## src/rtl/mem_bus_arbiter_if.sv

```systemverilog
// Bundle of the IFU, LSU and memory-side signals around the memory bus arbiter.
// The master modport is the arbiter's own view: it owns the memory request and
// the requester completions. The slave modport is the surrounding logic
// (fetch unit, load/store unit and memory interconnect).
interface mem_bus_arbiter_if;
   // instruction fetch port (read-only)
   logic        ifu_req_i;
   logic [31:0] ifu_addr_i;
   logic [31:0] ifu_rdata_o;
   logic        ifu_ack_o;
   // load/store port
   logic        lsu_sel_i;
   logic        lsu_wen_i;
   logic [31:0] lsu_addr_i;
   logic [31:0] lsu_wdata_i;
   logic [3:0]  lsu_wmask_i;
   logic [31:0] lsu_rdata_o;
   logic        lsu_ack_o;
   logic        ls_hold_o;
   // shared memory bus
   logic        mem_req_o;
   logic        mem_wen_o;
   logic [31:0] mem_addr_o;
   logic [31:0] mem_wdata_o;
   logic [3:0]  mem_wmask_o;
   logic [31:0] mem_rdata_i;
   logic        mem_ack_i;
   logic        bus_err_o;

   modport master (
      input  ifu_req_i, ifu_addr_i,
      input  lsu_sel_i, lsu_wen_i, lsu_addr_i, lsu_wdata_i, lsu_wmask_i,
      input  mem_rdata_i, mem_ack_i,
      output ifu_rdata_o, ifu_ack_o,
      output lsu_rdata_o, lsu_ack_o, ls_hold_o,
      output mem_req_o, mem_wen_o, mem_addr_o, mem_wdata_o, mem_wmask_o,
      output bus_err_o
   );

   modport slave (
      output ifu_req_i, ifu_addr_i,
      output lsu_sel_i, lsu_wen_i, lsu_addr_i, lsu_wdata_i, lsu_wmask_i,
      output mem_rdata_i, mem_ack_i,
      input  ifu_rdata_o, ifu_ack_o,
      input  lsu_rdata_o, lsu_ack_o, ls_hold_o,
      input  mem_req_o, mem_wen_o, mem_addr_o, mem_wdata_o, mem_wmask_o,
      input  bus_err_o
   );
endinterface

```

## src/rtl/mem_bus_arbiter.sv

```systemverilog
// Round-robin arbiter sharing one single-ported memory bus between the
// instruction fetch unit and the load/store unit. One transaction is in flight
// at a time; the bus request is aborted with a bus error pulse if memory does
// not answer within TIMEOUT cycles.
module mem_bus_arbiter #(
   parameter int TIMEOUT = 256,   // cycles mem_req_o may stay high unanswered (>= 2)
   parameter int CNT_W   = 9      // wide enough to hold TIMEOUT
) (
   input  logic              clk,
   input  logic              rst_n,
   mem_bus_arbiter_if.master bus
);

   typedef enum logic [1:0] {
      IDLE     = 2'd0,
      IFU_BUSY = 2'd1,
      LSU_BUSY = 2'd2
   } state_t;

   localparam logic [CNT_W-1:0] CNT_LAST  = CNT_W'(TIMEOUT - 1);
   localparam logic             GRANT_IFU = 1'b0;
   localparam logic             GRANT_LSU = 1'b1;

   state_t           state_reg, state_next;
   logic             last_grant_reg, last_grant_next;
   logic [CNT_W-1:0] cnt_reg, cnt_next;
   logic [31:0]      addr_reg, addr_next;
   logic [31:0]      wdata_reg, wdata_next;
   logic [3:0]       wmask_reg, wmask_next;
   logic             wen_reg, wen_next;

   logic busy;       // a transaction owns the bus
   logic expired;    // last permitted cycle of the transaction
   logic abort;      // timeout with no answer from memory this cycle
   logic finish;     // transaction ends this cycle (ack or abort)
   logic pick_lsu;   // IDLE arbitration result
   logic pick_ifu;

   assign busy    = (state_reg != IDLE);
   assign expired = busy && (cnt_reg == CNT_LAST);
   assign abort   = expired && !bus.mem_ack_i;
   assign finish  = busy && (bus.mem_ack_i || expired);

   // Under contention the requester that did not win last time goes first.
   assign pick_lsu = bus.lsu_sel_i && (!bus.ifu_req_i || (last_grant_reg == GRANT_IFU));
   assign pick_ifu = bus.ifu_req_i && !pick_lsu;

   // State and captured-bus registers; reset drops the bus request at once.
   always_ff @(posedge clk or negedge rst_n) begin
      if (!rst_n) begin
         state_reg      <= IDLE;
         last_grant_reg <= GRANT_IFU;
         cnt_reg        <= '0;
         addr_reg       <= '0;
         wdata_reg      <= '0;
         wmask_reg      <= '0;
         wen_reg        <= 1'b0;
      end else begin
         state_reg      <= state_next;
         last_grant_reg <= last_grant_next;
         cnt_reg        <= cnt_next;
         addr_reg       <= addr_next;
         wdata_reg      <= wdata_next;
         wmask_reg      <= wmask_next;
         wen_reg        <= wen_next;
      end
   end

   // Next-state logic: grant in IDLE, wait for ack or timeout while busy.
   always_comb begin
      state_next      = state_reg;
      last_grant_next = last_grant_reg;
      cnt_next        = cnt_reg;
      addr_next       = addr_reg;
      wdata_next      = wdata_reg;
      wmask_next      = wmask_reg;
      wen_next        = wen_reg;

      unique case (state_reg)
         IDLE: begin
            if (pick_lsu) begin
               state_next      = LSU_BUSY;
               last_grant_next = GRANT_LSU;
               cnt_next        = '0;
               addr_next       = bus.lsu_addr_i;
               wdata_next      = bus.lsu_wdata_i;
               wen_next        = bus.lsu_wen_i;
               // byte enables only mean something on a store
               wmask_next      = bus.lsu_wen_i ? bus.lsu_wmask_i : 4'b0000;
            end else if (pick_ifu) begin
               state_next      = IFU_BUSY;
               last_grant_next = GRANT_IFU;
               cnt_next        = '0;
               addr_next       = bus.ifu_addr_i;
               wdata_next      = '0;
               wen_next        = 1'b0;
               wmask_next      = 4'b0000;
            end
         end
         IFU_BUSY, LSU_BUSY: begin
            if (finish) begin
               state_next = IDLE;
            end else begin
               cnt_next = cnt_reg + 1'b1;
            end
         end
         default: begin
            state_next = IDLE;
         end
      endcase
   end

   // Completion strobes with read-data pass-through; an aborted access returns zero.
   always_comb begin
      bus.ifu_ack_o   = (state_reg == IFU_BUSY) && finish;
      bus.lsu_ack_o   = (state_reg == LSU_BUSY) && finish;
      bus.ifu_rdata_o = '0;
      bus.lsu_rdata_o = '0;
      if ((state_reg == IFU_BUSY) && bus.mem_ack_i) begin
         bus.ifu_rdata_o = bus.mem_rdata_i;
      end
      if ((state_reg == LSU_BUSY) && bus.mem_ack_i) begin
         bus.lsu_rdata_o = bus.mem_rdata_i;
      end
   end

   assign bus.ls_hold_o   = bus.lsu_sel_i && !bus.lsu_ack_o;
   assign bus.bus_err_o   = abort;
   assign bus.mem_req_o   = busy;
   assign bus.mem_wen_o   = wen_reg;
   assign bus.mem_addr_o  = addr_reg;
   assign bus.mem_wdata_o = wdata_reg;
   assign bus.mem_wmask_o = wmask_reg;

endmodule

```

## src/flat_wrapper.sv

```systemverilog
// flat-port wrapper written by rule: the top's interface ports become plain ports
module mem_bus_arbiter_flat 
#(
   parameter int TIMEOUT = 256,                                                      
   parameter int CNT_W   = 9                                    
)
  (clk, rst_n, bus_ifu_req_i, bus_ifu_addr_i, bus_lsu_sel_i, bus_lsu_wen_i, bus_lsu_addr_i, bus_lsu_wdata_i, bus_lsu_wmask_i, bus_mem_rdata_i, bus_mem_ack_i, bus_ifu_rdata_o, bus_ifu_ack_o, bus_lsu_rdata_o, bus_lsu_ack_o, bus_ls_hold_o, bus_mem_req_o, bus_mem_wen_o, bus_mem_addr_o, bus_mem_wdata_o, bus_mem_wmask_o, bus_bus_err_o);
  mem_bus_arbiter_if bus_i ();
  input  logic clk;
  input  logic rst_n;
  input wire logic [$bits(bus_i.ifu_req_i)-1:0] bus_ifu_req_i;
  input wire logic [$bits(bus_i.ifu_addr_i)-1:0] bus_ifu_addr_i;
  input wire logic [$bits(bus_i.lsu_sel_i)-1:0] bus_lsu_sel_i;
  input wire logic [$bits(bus_i.lsu_wen_i)-1:0] bus_lsu_wen_i;
  input wire logic [$bits(bus_i.lsu_addr_i)-1:0] bus_lsu_addr_i;
  input wire logic [$bits(bus_i.lsu_wdata_i)-1:0] bus_lsu_wdata_i;
  input wire logic [$bits(bus_i.lsu_wmask_i)-1:0] bus_lsu_wmask_i;
  input wire logic [$bits(bus_i.mem_rdata_i)-1:0] bus_mem_rdata_i;
  input wire logic [$bits(bus_i.mem_ack_i)-1:0] bus_mem_ack_i;
  output wire logic [$bits(bus_i.ifu_rdata_o)-1:0] bus_ifu_rdata_o;
  output wire logic [$bits(bus_i.ifu_ack_o)-1:0] bus_ifu_ack_o;
  output wire logic [$bits(bus_i.lsu_rdata_o)-1:0] bus_lsu_rdata_o;
  output wire logic [$bits(bus_i.lsu_ack_o)-1:0] bus_lsu_ack_o;
  output wire logic [$bits(bus_i.ls_hold_o)-1:0] bus_ls_hold_o;
  output wire logic [$bits(bus_i.mem_req_o)-1:0] bus_mem_req_o;
  output wire logic [$bits(bus_i.mem_wen_o)-1:0] bus_mem_wen_o;
  output wire logic [$bits(bus_i.mem_addr_o)-1:0] bus_mem_addr_o;
  output wire logic [$bits(bus_i.mem_wdata_o)-1:0] bus_mem_wdata_o;
  output wire logic [$bits(bus_i.mem_wmask_o)-1:0] bus_mem_wmask_o;
  output wire logic [$bits(bus_i.bus_err_o)-1:0] bus_bus_err_o;
  assign bus_i.ifu_req_i = bus_ifu_req_i;
  assign bus_i.ifu_addr_i = bus_ifu_addr_i;
  assign bus_i.lsu_sel_i = bus_lsu_sel_i;
  assign bus_i.lsu_wen_i = bus_lsu_wen_i;
  assign bus_i.lsu_addr_i = bus_lsu_addr_i;
  assign bus_i.lsu_wdata_i = bus_lsu_wdata_i;
  assign bus_i.lsu_wmask_i = bus_lsu_wmask_i;
  assign bus_i.mem_rdata_i = bus_mem_rdata_i;
  assign bus_i.mem_ack_i = bus_mem_ack_i;
  assign bus_ifu_rdata_o = bus_i.ifu_rdata_o;
  assign bus_ifu_ack_o = bus_i.ifu_ack_o;
  assign bus_lsu_rdata_o = bus_i.lsu_rdata_o;
  assign bus_lsu_ack_o = bus_i.lsu_ack_o;
  assign bus_ls_hold_o = bus_i.ls_hold_o;
  assign bus_mem_req_o = bus_i.mem_req_o;
  assign bus_mem_wen_o = bus_i.mem_wen_o;
  assign bus_mem_addr_o = bus_i.mem_addr_o;
  assign bus_mem_wdata_o = bus_i.mem_wdata_o;
  assign bus_mem_wmask_o = bus_i.mem_wmask_o;
  assign bus_bus_err_o = bus_i.bus_err_o;
  mem_bus_arbiter #(.TIMEOUT(TIMEOUT), .CNT_W(CNT_W)) u_core (.clk(clk), .rst_n(rst_n), .bus(bus_i));
endmodule
```

## config.mk

```make
export PLATFORM = sky130hd
export DESIGN_NAME = mem_bus_arbiter_flat
export DESIGN_NICKNAME = d
export VERILOG_FILES = /design/src/rtl/mem_bus_arbiter_if.sv /design/src/rtl/mem_bus_arbiter.sv /design/src/flat_wrapper.sv
export SDC_FILE = /design/constraint.sdc
export NUM_CORES = 1
export LEC_CHECK = 0
export BUFFER_PORTS_ARGS = -buffer_cell sky130_fd_sc_hd__clkbuf_2
export CORE_MARGIN = 5
export CORE_UTILIZATION = 42
export CTS_CLUSTER_SIZE = 12
export DETAILED_ROUTE_END_ITERATION = 16
export PLACE_DENSITY = 0.81
export SYNTH_ARGS = -nofsm -noshare
export SYNTH_HDL_FRONTEND = slang
export SYNTH_SLANG_ARGS = --single-unit
```

## constraint.sdc

```tcl
create_clock -name clk -period 2.6 [get_ports clk]
set_input_delay 0.26 -clock clk [delete_from_list [all_inputs] [get_ports clk]]
set_output_delay 0.26 -clock clk [all_outputs]
set_load 0.05 [all_outputs]
```

==> results of run 1 <==
-- per-layer routing --
metal	up-vias	track usage (%)	wire length, µm
li1	1897	-	-
met1	1778	25.9	4940
met2	205	36.8	6220
met3	29	5.16	1130
met4	0	9.68	453
met5	-	0	0
-- layout make-up --
| type | instances | area [µm²] | area share [%] |
|---|---|---|---|
| Clock buffer | 10 | 128 | 2.24 |
| Clock inverter | 5 | 129 | 2.26 |
| Inverter | 10 | 37.5 | 0.659 |
| Multi-Input combinational cell | 259 | 1780 | 31.2 |
| Sequential cell | 81 | 2030 | 35.6 |
| Tap cell | 129 | 161 | 2.83 |
| Timing Repair Buffer | 281 | 1430 | 25.1 |
-- worst min-delay path by stage --
stage                     depth (start not counted)                    endpoint                       from
after floorplan                                   0    u_core.bus.mem_addr_o[0]                      rst_n
final                                             1   u_core.bus.mem_addr_o[18]                      rst_n
after global placement                            2   u_core.bus.mem_addr_o[19]  u_core.bus.mem_addr_o[19]
after global routing                              2  u_core.bus.mem_wdata_o[14]        bus_lsu_wdata_i[14]
after CTS                                         1   u_core.bus.mem_addr_o[18]                      rst_n
after detailed placement                          2   u_core.bus.mem_addr_o[30]  u_core.bus.mem_addr_o[30]
-- synth_stat cells (2+ instances only) --
master,count
ha_1,6
buf_2,8
or3_1,3
inv_1,10
o211ai_1,2
nor2_1,4
and2_1,2
buf_4,6
nand2_1,43
o21ai_0,37
mux2i_1,33
nand4_1,2
o22ai_1,2
buf_1,3
nand3_1,3
and3_1,65
a22o_1,34
a21oi_1,5
clkbuf_1,16
a32o_1,4
dfrtp_1,81
or4_1,2
-- where the power goes --
group,switching [mW],total (mW),internal (mW)
registers,0.338,2.15,1.81
logic,3.43,4.49,1.06
clock network,0.447,1.18,0.733
-- cells by family (layout without fill, tap and decap cells) --
family	Yosys count	in the layout	synth area share [%]
AO/OA/AOI/OAI	87	87	15.4
flip-flops	81	81	51.0
multiplexers	33	33	8.30
adder cells (fa/ha/maj)	6	6	1.89
buffers and inverters	44	306	5.00
AND/OR/NAND/NOR	133	133	18.5
-- worst max-delay path, delay by kind of cell (launching register included) --
| kind | cells | cell delay (ps) |
|---|---|---|
| flops | 1 | 450 |
| simple gates | 6 | 640 |
| fa+ha+maj | 2 | 460 |
| buf+inv | 1 | 240 |
-- through the flow --
step	instances	worst slack [ps]	utilization, %
global placement	760	539	58.7
detailed placement	760	476	58.7
floorplan	384	75.6	-
CTS	775	89.4	61.5
finish	775	217	61.6
global route	775	19.7	61.6
==> flow_summary.html, run 1 <==
<table>
<tr><th>Metric</th><th>Value</th></tr>
<tr><th colspan="2">GRT</th></tr>
<tr><td>Largest net degree at the start of global routing</td><td>82</td></tr>
<tr><td>Total Routing Usage GR</td><td>21.6%</td></tr>
<tr><td>Global-route wire length before repair</td><td>19800 µm</td></tr>
<tr><td>Remaining Overflow, GRT</td><td>0</td></tr>
<tr><td>Initial antenna violation count</td><td>0</td></tr>
<tr><td>Via count of the first global-routing pass</td><td>3964</td></tr>
<tr><th colspan="2">Critical path</th></tr>
<tr><td>Worst reg2reg path endpoint</td><td>u_core.cnt_reg[5]</td></tr>
<tr><td>Worst flop-to-flop path startpoint</td><td>u_core.cnt_reg[0]</td></tr>
<tr><td>Depth of the worst register-to-register path</td><td>8</td></tr>
<tr><td>Startpoint of the worst setup timing path</td><td>u_core.cnt_reg[0]</td></tr>
<tr><td>Sort of element at the start of the critical path</td><td>flop</td></tr>
<tr><td>Worst path max stage delay</td><td>450 ps</td></tr>
<tr><td>Critical path type</td><td>reg -&gt; out</td></tr>
<tr><td>Highest net fanout along the worst path</td><td>4</td></tr>
<tr><td>Data arrival, critical path</td><td>2120 ps</td></tr>
<tr><td>Register-to-Register Setup Slack</td><td>490 ps</td></tr>
<tr><td>Most frequent cell on the critical path</td><td>nor2_1</td></tr>
<tr><td>Cell chain of the critical path</td><td>ha_2, nand3_1, nor2_1, ha_1, nor2_1, nor2_2, and2_1, nor2b_1, clkbuf_4</td></tr>
<tr><td>Worst setup path endpoint</td><td>bus_ls_hold_o</td></tr>
<tr><td>Critical path endpoint category</td><td>output port</td></tr>
<tr><td>Cell at the slowest stage of the critical path</td><td>dfrtp_2</td></tr>
<tr><td>Required time reported for the critical path endpoint</td><td>2340 ps</td></tr>
<tr><th colspan="2">Clocking</th></tr>
<tr><td>Number of gates resized after CTS</td><td>0</td></tr>
<tr><td>CTS tree</td><td>yes</td></tr>
<tr><td>Bufs on Longest Clock Path</td><td>2</td></tr>
<tr><td>Number of levels the H-tree was split into</td><td>3</td></tr>
<tr><td>Number of buffers inserted for hold repair after clock tree synthesis</td><td>0</td></tr>
<tr><td>Clk_lat worst skew</td><td>330 ps</td></tr>
<tr><td>Clk pin slew, worst setup/hold paths</td><td>80 ps</td></tr>
<tr><td>CTS sink cnt</td><td>81</td></tr>
<tr><td>CTS root buffer</td><td>clkbuf_8</td></tr>
<tr><td>Post-CTS Setup Repair Bufs</td><td>0</td></tr>
<tr><td>CTS Buf Count</td><td>9</td></tr>
<tr><th colspan="2">Timing</th></tr>
<tr><td>Final min period</td><td>2380 ps</td></tr>
<tr><td>Total negative slack</td><td>0 ps</td></tr>
<tr><td>Final-report max-slew violation count</td><td>0</td></tr>
<tr><td>Share of the clock period used by the worst path after layout</td><td>91.6%</td></tr>
<tr><td>Final hold vios</td><td>0</td></tr>
<tr><td>Final worst clock skew</td><td>8.90 ps</td></tr>
<tr><td>Pin slew with the least headroom to its limit</td><td>980 ps</td></tr>
<tr><td>Hold Worst Slack</td><td>80.6 ps</td></tr>
<tr><td>Worst slew slack as a fraction of its limit</td><td>34.7%</td></tr>
<tr><td>Final setup violation count</td><td>0</td></tr>
<tr><td>Unrepaired setup endpoints after global routing</td><td>no</td></tr>
<tr><td>Highest achievable clock rate</td><td>420 MHz</td></tr>
<tr><th colspan="2">Floorplan</th></tr>
<tr><td>Effective utilization at floorplan</td><td>43.0%</td></tr>
<tr><td>Total Die Area</td><td>11500 µm²</td></tr>
<tr><td>Die H</td><td>107 µm</td></tr>
<tr><td>Die span in x</td><td>107 µm</td></tr>
<tr><td>Number of top-level design ports</td><td>276</td></tr>
<tr><td>Core ar.</td><td>9240 µm²</td></tr>
<tr><td>Row count</td><td>35</td></tr>
<tr><th colspan="2">Logic synthesis</th></tr>
<tr><td>Post-synthesis async set-or-reset flop share</td><td>100%</td></tr>
<tr><td>Post-synth net total</td><td>528</td></tr>
<tr><td>Area fraction of the dominant cell type after synthesis</td><td>51.0%</td></tr>
<tr><td>Post-synthesis sequential element count</td><td>81</td></tr>
<tr><td>Sequential cell area fraction in the yosys report</td><td>51.0%</td></tr>
<tr><td>Post-Syn Area per Cell</td><td>10.4 µm²</td></tr>
<tr><td>Cell taking the most area after synthesis</td><td>dfrtp_1</td></tr>
<tr><td>Count of synthesis-stage warnings from yosys</td><td>0</td></tr>
<tr><td>Cell types occupying the most area after synthesis</td><td>dfrtp_1 (51%), and3_1 (10%), mux2i_1 (8.3%), a22o_1 (7.5%), o21ai_0 (4.7%)</td></tr>
<tr><td>Synthesized instance count</td><td>384</td></tr>
<tr><td>Synthesized area</td><td>3980 µm²</td></tr>
<tr><td>Distinct cell type count of the synthesized netlist</td><td>35</td></tr>
<tr><td>EDFF count, synth</td><td>0</td></tr>
<tr><td>Ys flop type</td><td>dfrtp_1</td></tr>
<tr><th colspan="2">Power</th></tr>
<tr><td>Total power after layout</td><td>7.81 mW</td></tr>
<tr><td>Maximum vdd drop</td><td>0.000813 V</td></tr>
<tr><td>Static leakage</td><td>3.34 nW</td></tr>
<tr><td>Cell area power density</td><td>1370 nW/µm²</td></tr>
<tr><th colspan="2">Place</th></tr>
<tr><td>Gpl congestion</td><td>0.914</td></tr>
<tr><td>Half-perimeter wire length of the detailed placement result</td><td>10200 µm</td></tr>
<tr><td>Count of buffers from port buffering</td><td>275</td></tr>
<tr><td>Standard cell area after detailed placement</td><td>5420 µm²</td></tr>
<tr><th colspan="2">Layout</th></tr>
<tr><td>Post-layout instance area</td><td>5690 µm²</td></tr>
<tr><td>Commonest non-fill, non-tap cell in the layout</td><td>clkbuf_2</td></tr>
<tr><td>Most frequent cells in the layout</td><td>clkbuf_2 (271), dfrtp_1 (80), and3_1 (65), nand2_1 (43), o21ai_0 (36)</td></tr>
<tr><td>Share of post-route cells with drive strength above 1</td><td>47.2%</td></tr>
<tr><td>Diodes inserted</td><td>0</td></tr>
<tr><td>Area added between synthesis and finish</td><td>43.2%</td></tr>
<tr><td>Final layout net count</td><td>786</td></tr>
<tr><td>Number of inserted filler cells in the final layout</td><td>781</td></tr>
<tr><th colspan="2">Route</th></tr>
<tr><td>Vias per Instance</td><td>5.04</td></tr>
<tr><td># DRC</td><td>0</td></tr>
<tr><td>Routed WL per cell</td><td>16.4 µm</td></tr>
<tr><td>Via Count</td><td>3909</td></tr>
<tr><td>Count of nets left with antenna violations after detail routing</td><td>0</td></tr>
<tr><td>Count of TritonRoute iterations in the first routing pass</td><td>4</td></tr>
<tr><td>Iter 0 DRT Violations</td><td>273</td></tr>
<tr><td>WL final</td><td>12700 µm</td></tr>
<tr><th colspan="2">Worst hold path</th></tr>
<tr><td>Class of the tightest hold or removal check</td><td>in -&gt; async</td></tr>
<tr><th colspan="2">Outcome</th></tr>
<tr><td>Result of the run</td><td>finished clean</td></tr>
<tr><th colspan="2">Flow run</th></tr>
<tr><td>Number of violations of the max-capacitance limit</td><td>0</td></tr>
</table>
Note: power is estimated with default switching activity, not from simulation.
==> run 2: changes to the inputs <==
--- a/config.mk
+++ b/config.mk
@@ -11,6 +11,7 @@
 export CTS_CLUSTER_SIZE = 12
 export DETAILED_ROUTE_END_ITERATION = 16
 export PLACE_DENSITY = 0.81
+export RECOVER_POWER = 100
 export SYNTH_ARGS = -nofsm -noshare
 export SYNTH_HDL_FRONTEND = slang
 export SYNTH_SLANG_ARGS = --single-unit
==> run 2 against run 1 <==
The flow now finishes with violations (capacitance limit, slew limit). Register-to-register slack got worse by 240 ps. Total power is 2.5% lower. Clock skew is 1.6 ps higher. First-iteration DRC count is 0.37% higher. Worst hold slack better by 56 ps. Final area is 3.0% lower.
==> flow_summary.html, run 2 (synthesis results as in run 1) <==
<table>
<tr><th>Metric</th><th>Value</th></tr>
<tr><th colspan="2">Outcome</th></tr>
<tr><td>Result of the run</td><td>complete, but fails checks</td></tr>
<tr><td>Violated checks</td><td>capacitance limit, slew limit</td></tr>
<tr><th colspan="2">Clocking</th></tr>
<tr><td>CTS tree</td><td>yes</td></tr>
<tr><td>Bufs on Longest Clock Path</td><td>2 (unchanged)</td></tr>
<tr><td>CTS sink cnt</td><td>81 (unchanged)</td></tr>
<tr><td>Number of levels the H-tree was split into</td><td>3 (unchanged)</td></tr>
<tr><td>Clk pin slew, worst setup/hold paths</td><td>80 ps (about the same)</td></tr>
<tr><td>Clk_lat worst skew</td><td>330 ps (about the same)</td></tr>
<tr><td>CTS Buf Count</td><td>9 (unchanged)</td></tr>
<tr><td>CTS root buffer</td><td>clkbuf_8</td></tr>
<tr><td>Post-CTS Setup Repair Bufs</td><td>0 (unchanged)</td></tr>
<tr><th colspan="2">Layout</th></tr>
<tr><td>Diodes inserted</td><td>0 (unchanged)</td></tr>
<tr><td>Area added between synthesis and finish</td><td>38.9%</td></tr>
<tr><td>Final layout net count</td><td>786 (unchanged)</td></tr>
<tr><td>Post-layout instance area</td><td>5520 µm² (-3.0%)</td></tr>
<tr><td>Final standard cell count with taps included and fillers excluded</td><td>775 (unchanged)</td></tr>
<tr><td>Most frequent cells in the layout</td><td>clkbuf_2 (179), clkbuf_1 (98), dfrtp_1 (81), and3_1 (65), nand2_1 (43)</td></tr>
<tr><td>Final design utilization</td><td>59.8% (-1.8 points)</td></tr>
<tr><td>Commonest non-fill, non-tap cell in the layout</td><td>clkbuf_2</td></tr>
<tr><td>Share of post-route cells with drive strength above 1</td><td>31.7% (-15 points)</td></tr>
<tr><th colspan="2">Critical path</th></tr>
<tr><td>Worst flop-to-flop path startpoint</td><td>u_core.last_grant_reg</td></tr>
<tr><td>Worst reg2reg path endpoint</td><td>u_core.bus.mem_addr_o[14]</td></tr>
<tr><td>Cell chain of the critical path</td><td>ha_2, nand3_1, nor2_1, ha_1, nor2_1, nor2_2, and2_1, buf_2</td></tr>
<tr><td>Cell at the slowest stage of the critical path</td><td>dfrtp_1</td></tr>
<tr><td>Required time reported for the critical path endpoint</td><td>2340 ps (about the same)</td></tr>
<tr><td>Worst path max stage delay</td><td>460 ps (about the same)</td></tr>
<tr><td>Data arrival, critical path</td><td>2110 ps (about the same)</td></tr>
<tr><td>Depth of the worst register-to-register path</td><td>4 (-4)</td></tr>
<tr><td>Critical path endpoint category</td><td>output port</td></tr>
<tr><td>Critical path type</td><td>reg -&gt; out</td></tr>
<tr><td>Register-to-Register Setup Slack</td><td>250 ps (-240 ps)</td></tr>
<tr><td>Sort of element at the start of the critical path</td><td>flop</td></tr>
<tr><td>Buf+Inv Stages, Crit Path</td><td>1 (unchanged)</td></tr>
<tr><td>Highest net fanout along the worst path</td><td>4 (unchanged)</td></tr>
<tr><td>Total number of cells along the worst setup path</td><td>8 (-1)</td></tr>
<tr><td>Most frequent cell on the critical path</td><td>nor2_1</td></tr>
<tr><td>CP top delay family</td><td>simple AND/OR/NAND/NOR gates</td></tr>
<tr><th colspan="2">Timing</th></tr>
<tr><td>Pin slew with the least headroom to its limit</td><td>1920 ps (+944 ps)</td></tr>
<tr><td>Worst slew slack as a fraction of its limit</td><td>-28.3% (-63 points)</td></tr>
<tr><td>Share of the clock period used by the worst path after layout</td><td>91.3% (-0.36 points)</td></tr>
<tr><td>Unrepaired setup endpoints after global routing</td><td>no</td></tr>
<tr><td>Final min period</td><td>2370 ps (-9.25 ps)</td></tr>
<tr><td>Highest achievable clock rate</td><td>421 MHz (+0.39%)</td></tr>
<tr><td>Final-report max-slew violation count</td><td>82 (+82)</td></tr>
<tr><td>Final setup violation count</td><td>0 (unchanged)</td></tr>
<tr><td>Hold Worst Slack</td><td>137 ps (+56.1 ps)</td></tr>
<tr><td>Final worst clock skew</td><td>10.5 ps (+1.56 ps)</td></tr>
<tr><td>Final hold vios</td><td>0 (unchanged)</td></tr>
<tr><td>Total negative slack</td><td>0 ps (unchanged)</td></tr>
<tr><th colspan="2">Route</th></tr>
<tr><td># DRC</td><td>0 (unchanged)</td></tr>
<tr><td>Count of TritonRoute iterations in the first routing pass</td><td>4 (unchanged)</td></tr>
<tr><td>WL final</td><td>12700 µm (about the same)</td></tr>
<tr><td>Routed WL per cell</td><td>16.4 µm (about the same)</td></tr>
<tr><td>Count of nets left with antenna violations after detail routing</td><td>0 (unchanged)</td></tr>
<tr><td>Vias per Instance</td><td>5.05 (about the same)</td></tr>
<tr><td>Iter 0 DRT Violations</td><td>274 (+0.37%)</td></tr>
<tr><td>Via Count</td><td>3911 (+0.051%)</td></tr>
<tr><th colspan="2">Floorplan</th></tr>
<tr><td>Row count</td><td>35 (unchanged)</td></tr>
<tr><td>Core ar.</td><td>9240 µm² (unchanged)</td></tr>
<tr><td>Number of top-level design ports</td><td>276 (unchanged)</td></tr>
<tr><td>Die H</td><td>107 µm (unchanged)</td></tr>
<tr><td>Die span in x</td><td>107 µm (unchanged)</td></tr>
<tr><td>Total Die Area</td><td>11500 µm² (unchanged)</td></tr>
<tr><td>Effective utilization at floorplan</td><td>43.0% (unchanged)</td></tr>
<tr><th colspan="2">Power</th></tr>
<tr><td>Static leakage</td><td>3.02 nW (-9.7%)</td></tr>
<tr><td>Cell area power density</td><td>1380 nW/µm² (+0.51%)</td></tr>
<tr><td>Maximum vdd drop</td><td>0.000790 V (-2.9%)</td></tr>
<tr><th colspan="2">GRT</th></tr>
<tr><td>Total Routing Usage GR</td><td>21.6% (unchanged)</td></tr>
<tr><td>Via count of the first global-routing pass</td><td>3964 (unchanged)</td></tr>
<tr><td>Global-route wire length before repair</td><td>19800 µm (unchanged)</td></tr>
<tr><td>Remaining Overflow, GRT</td><td>0 (unchanged)</td></tr>
<tr><td>Largest net degree at the start of global routing</td><td>82 (unchanged)</td></tr>
<tr><td>Initial antenna violation count</td><td>0 (unchanged)</td></tr>
<tr><th colspan="2">Place</th></tr>
<tr><td>Count of buffers from port buffering</td><td>275 (unchanged)</td></tr>
<tr><td>Standard cell area after detailed placement</td><td>5420 µm² (unchanged)</td></tr>
<tr><td>Gpl congestion</td><td>0.914 (unchanged)</td></tr>
<tr><td>Number of cells after detailed placement</td><td>760 (unchanged)</td></tr>
<tr><td>Half-perimeter wire length of the detailed placement result</td><td>10200 µm (unchanged)</td></tr>
<tr><th colspan="2">Flow run</th></tr>
<tr><td>Number of violations of the max-capacitance limit</td><td>1 (+1)</td></tr>
<tr><th colspan="2">Worst hold path</th></tr>
<tr><td>Hold worst-path end</td><td>u_core.bus.mem_wdata_o[25]</td></tr>
<tr><td>Hold wc startpoint</td><td>bus_lsu_wdata_i[25]</td></tr>
<tr><td>Class of the tightest hold or removal check</td><td>in -&gt; reg</td></tr>
<tr><td>Worst hold path cell count</td><td>2</td></tr>
</table>
run 2: metal layers:
metal	track usage (%)	wire [µm]	vias up
li1	-	-	1894
met1	25.9	4870	1764
met5	0	0	-
met3	5.16	1180	32
met4	9.68	460	0
met2	36.8	6240	221
run 2: metrics by stage:
step                      power (mW)  worst slack, ps
after floorplan                 5.54             75.6
after global placement          6.56              539
after detailed placement        6.67              476
after CTS                       7.86             89.4
after global routing            8.03             31.7
final                           7.62              226
run 2: cell type report:
| type | instances | area (µm²) |
|---|---|---|
| Tap cell | 129 | 161 |
| Clock buffer | 10 | 128 |
| Multi-Input combinational cell | 259 | 1750 |
| Inverter | 10 | 37.5 |
| Timing Repair Buffer | 281 | 1290 |
| Fill cell | 843 | 3720 |
| Clock inverter | 5 | 129 |
| Sequential cell | 81 | 2030 |
run 2: what timing repair did:
| item | CTS | global route |
|---|---|---|
| gates resized for setup | 0 | 9 |
| hold buffers | 0 | 0 |
| setup endpoints to repair | 0 | 3 |
run 2: report_power, final:
group	internal [mW]	total (mW)	switching, mW
Sequential	1.81	2.14	0.331
Combinational	0.879	4.30	3.42
Clock	0.733	1.18	0.449
Total	3.42	7.62	4.20
run 2: worst max-delay path by stage:
stage                            startpoint                end  slack (ps)
after detailed placement  u_core.cnt_reg[0]  u_core.cnt_reg[7]         480
final                     u_core.cnt_reg[0]      bus_lsu_ack_o         230
after global placement    u_core.cnt_reg[0]      bus_lsu_ack_o         540
after CTS                 u_core.cnt_reg[0]      bus_lsu_ack_o          90
after floorplan           u_core.cnt_reg[0]      bus_ls_hold_o          80
after global routing      u_core.cnt_reg[0]      bus_ifu_ack_o          30
run 2: worst register-to-register path, cell delays in order, from the launching register on:
cell and delay, ps:
dfrtp_1 400, a21boi_2 620, clkbuf_2 750, mux2i_1 300, o21ai_0 110
==> run 3: changes to the inputs <==
--- a/config.mk
+++ b/config.mk
@@ -6,11 +6,11 @@
 export NUM_CORES = 1
 export LEC_CHECK = 0
 export BUFFER_PORTS_ARGS = -buffer_cell sky130_fd_sc_hd__clkbuf_2
-export CORE_MARGIN = 5
-export CORE_UTILIZATION = 42
+export CORE_AREA = 2 2 107 109
 export CTS_CLUSTER_SIZE = 12
 export DETAILED_ROUTE_END_ITERATION = 16
-export PLACE_DENSITY = 0.81
+export DIE_AREA = 0 0 109 111
+export PLACE_DENSITY = 0.72
 export RECOVER_POWER = 100
 export SYNTH_ARGS = -nofsm -noshare
 export SYNTH_HDL_FRONTEND = slang
==> run 3 against run 2 <==
The run still ends with capacitance limit, slew limit left. Clock-buffer cell count unchanged. Core utilization down 9.6 points. Largest cell class unchanged. Sequential share of layout area down 0.23 points.
==> flow_summary.html, run 3 (synthesis results as in run 1) <==
<table>
<tr><th>Metric</th><th>Value</th></tr>
<tr><th colspan="2">Route</th></tr>
<tr><td>Vias per Instance</td><td>4.97 (-1.5%)</td></tr>
<tr><td>Routed WL per cell</td><td>15.1 µm (-7.9%)</td></tr>
<tr><td>Count of nets left with antenna violations after detail routing</td><td>0 (unchanged)</td></tr>
<tr><td># DRC</td><td>0 (unchanged)</td></tr>
<tr><td>Via Count</td><td>3917 (+0.15%)</td></tr>
<tr><td>Iter 0 DRT Violations</td><td>201 (-27%)</td></tr>
<tr><td>Count of TritonRoute iterations in the first routing pass</td><td>4 (unchanged)</td></tr>
<tr><td>WL final</td><td>11900 µm (-6.4%)</td></tr>
<tr><th colspan="2">GRT</th></tr>
<tr><td>Via count of the first global-routing pass</td><td>3730 (-5.9%)</td></tr>
<tr><td>Total Routing Usage GR</td><td>19.3% (-2.3 points)</td></tr>
<tr><td>Initial antenna violation count</td><td>0 (unchanged)</td></tr>
<tr><td>Remaining Overflow, GRT</td><td>0 (unchanged)</td></tr>
<tr><td>Global-route wire length before repair</td><td>18300 µm (-7.4%)</td></tr>
<tr><td>Largest net degree at the start of global routing</td><td>82 (unchanged)</td></tr>
<tr><th colspan="2">Timing</th></tr>
<tr><td>Final hold vios</td><td>0 (unchanged)</td></tr>
<tr><td>Share of the clock period used by the worst path after layout</td><td>93.0% (+1.7 points)</td></tr>
<tr><td>Pin slew with the least headroom to its limit</td><td>2000 ps (+71.6 ps)</td></tr>
<tr><td>Final setup violation count</td><td>0 (unchanged)</td></tr>
<tr><td>Highest achievable clock rate</td><td>413 MHz (-1.9%)</td></tr>
<tr><td>Final worst clock skew</td><td>6.53 ps (-3.93 ps)</td></tr>
<tr><td>Hold Worst Slack</td><td>143 ps (+6.25 ps)</td></tr>
<tr><td>Unrepaired setup endpoints after global routing</td><td>no</td></tr>
<tr><td>Total negative slack</td><td>0 ps (unchanged)</td></tr>
<tr><td>Final min period</td><td>2420 ps (+44.9 ps)</td></tr>
<tr><td>Final-report max-slew violation count</td><td>82 (unchanged)</td></tr>
<tr><td>Worst slew slack as a fraction of its limit</td><td>-33.0% (-4.8 points)</td></tr>
<tr><th colspan="2">Outcome</th></tr>
<tr><td>Result of the run</td><td>complete, but fails checks</td></tr>
<tr><td>Violated checks</td><td>capacitance limit, slew limit</td></tr>
<tr><th colspan="2">Clocking</th></tr>
<tr><td>CTS sink cnt</td><td>81 (unchanged)</td></tr>
<tr><td>Bufs on Longest Clock Path</td><td>2 (unchanged)</td></tr>
<tr><td>Clk_lat worst skew</td><td>330 ps (about the same)</td></tr>
<tr><td>Clk pin slew, worst setup/hold paths</td><td>60 ps (-20 ps)</td></tr>
<tr><td>Number of gates resized after CTS</td><td>0 (unchanged)</td></tr>
<tr><td>CTS root buffer</td><td>clkbuf_16</td></tr>
<tr><td>Number of buffers inserted for hold repair after clock tree synthesis</td><td>0 (unchanged)</td></tr>
<tr><td>CTS Buf Count</td><td>9 (unchanged)</td></tr>
<tr><td>Number of levels the H-tree was split into</td><td>3 (unchanged)</td></tr>
<tr><td>CTS tree</td><td>yes</td></tr>
<tr><td>Post-CTS Setup Repair Bufs</td><td>0 (unchanged)</td></tr>
<tr><th colspan="2">Floorplan</th></tr>
<tr><td>Number of top-level design ports</td><td>276 (unchanged)</td></tr>
<tr><td>Row count</td><td>39 (+11%)</td></tr>
<tr><td>Die span in x</td><td>109 µm (+1.6%)</td></tr>
<tr><td>Effective utilization at floorplan</td><td>35.9% (-7.1 points)</td></tr>
<tr><td>Core ar.</td><td>11100 µm² (+20%)</td></tr>
<tr><td>Total Die Area</td><td>12100 µm² (+5.1%)</td></tr>
<tr><td>Die H</td><td>111 µm (+3.4%)</td></tr>
<tr><th colspan="2">Power</th></tr>
<tr><td>Static leakage</td><td>2.95 nW (-2.3%)</td></tr>
<tr><td>Sw Share</td><td>54.5% (-0.59 points)</td></tr>
<tr><td>Sequential power share</td><td>27.7% (-0.4 points)</td></tr>
<tr><td>Share of power burned in combinational logic</td><td>55.5% (-0.9 points)</td></tr>
<tr><td>Maximum vdd drop</td><td>0.000875 V (+11%)</td></tr>
<tr><td>Total net switching power</td><td>4.20 mW (about the same)</td></tr>
<tr><td>Cell area power density</td><td>1390 nW/µm² (+0.54%)</td></tr>
<tr><td>Clock share of power</td><td>16.8% (+1.3 points)</td></tr>
<tr><td>Internal power summed over all cells</td><td>3.51 mW (+2.5%)</td></tr>
<tr><th colspan="2">Worst hold path</th></tr>
<tr><td>Class of the tightest hold or removal check</td><td>in -&gt; reg</td></tr>
<tr><th colspan="2">Layout</th></tr>
<tr><td>Final design utilization</td><td>50.2% (-9.6 points)</td></tr>
<tr><td>Final layout net count</td><td>786 (unchanged)</td></tr>
<tr><td>Commonest non-fill, non-tap cell in the layout</td><td>clkbuf_2</td></tr>
<tr><td>Share of post-route cells with drive strength above 1</td><td>27.1% (-4.6 points)</td></tr>
<tr><td>Most frequent cells in the layout</td><td>clkbuf_2 (151), clkbuf_1 (126), dfrtp_1 (81), and3_1 (65), nand2_1 (43)</td></tr>
<tr><td>Area added between synthesis and finish</td><td>39.8%</td></tr>
<tr><td>Diodes inserted</td><td>0 (unchanged)</td></tr>
<tr><td>Number of inserted filler cells in the final layout</td><td>1092 (+30%)</td></tr>
<tr><th colspan="2">Critical path</th></tr>
<tr><td>Required time reported for the critical path endpoint</td><td>2340 ps (about the same)</td></tr>
<tr><td>Critical path type</td><td>reg -&gt; out</td></tr>
<tr><td>Highest net fanout along the worst path</td><td>33 (+29)</td></tr>
<tr><td>Data arrival, critical path</td><td>2160 ps (+50 ps)</td></tr>
<tr><td>Worst path max stage delay</td><td>470 ps (about the same)</td></tr>
<tr><td>Sort of element at the start of the critical path</td><td>flop</td></tr>
<tr><td>Critical path endpoint category</td><td>output port</td></tr>
<tr><td>Cell at the slowest stage of the critical path</td><td>clkbuf_1</td></tr>
<tr><td>Cell chain of the critical path</td><td>inv_1, ha_1, clkbuf_2, and3_1, clkbuf_1</td></tr>
<tr><th colspan="2">Place</th></tr>
<tr><td>Count of buffers from port buffering</td><td>275 (unchanged)</td></tr>
<tr><td>Half-perimeter wire length of the detailed placement result</td><td>9160 µm (-10%)</td></tr>
<tr><td>Gpl congestion</td><td>0.879 (-3.9%)</td></tr>
<tr><th colspan="2">Flow run</th></tr>
<tr><td>Number of violations of the max-capacitance limit</td><td>1 (unchanged)</td></tr>
</table>
[run 3: cell type report]
type | instances | area [µm²] | area share (%)
Clock buffer | 10 | 229 | 4.12
Clock inverter | 4 | 70.1 | 1.26
Inverter | 10 | 37.5 | 0.675
Multi-Input combinational cell | 259 | 1760 | 31.6
Sequential cell | 81 | 2030 | 36.5
Tap cell | 143 | 179 | 3.22
Timing Repair Buffer | 281 | 1260 | 22.6
[run 3: worst paths after layout]
check | cells past startpoint | start | slack (ps) | to
worst max-delay path | 5 | u_core.state_reg[0] | 180 | bus_lsu_rdata_o[30]
worst min-delay path | 2 | bus_lsu_wdata_i[16] | 140 | u_core.bus.mem_wdata_o[16]
worst max register to register | 8 | u_core.cnt_reg[0] | 280 | u_core.cnt_reg[7]
worst min register to register | 2 | u_core.bus.mem_addr_o[19] | 480 | u_core.bus.mem_addr_o[19]
max in group asynchronous | 1 | rst_n | 920 | u_core.bus.mem_addr_o[3]
min in group asynchronous | 1 | rst_n | 480 | u_core.bus.mem_wdata_o[3]
[run 3: metrics by stage]
stage	instance area (µm²)	std cells	power, mW	setup WS [ps]
finish	5560	788	7.71	182
detailed placement	5450	774	6.67	471
global placement	5450	774	6.59	552
CTS	5750	788	7.99	136
floorplan	3980	384	5.54	75.6
global route	5560	788	8.13	56.9
[run 3: power by group through the flow]
stage	logic, mW	clock network, mW	registers [mW]
floorplan	1.61	0	3.94
global placement	4.45	0	2.14
detailed placement	4.52	0	2.15
CTS	4.51	1.33	2.14
global route	4.54	1.39	2.21
finish	4.28	1.29	2.14
[run 3: worst max-delay path, delay by kind of cell (launching register included)]
family	cells	cell delay [ps]
flops	1	420
fa+ha+maj	1	160
buf+inv	3	1000
simple gates	1	240
[run 3: metal layers]
metal	global-route usage (%)	share of wire (%)	up-vias
li1	-	-	1894
met1	22.0	40	1823
met2	34.7	50	181
met3	3.53	7.6	19
met4	8.12	2.4	0
met5	0	0	-
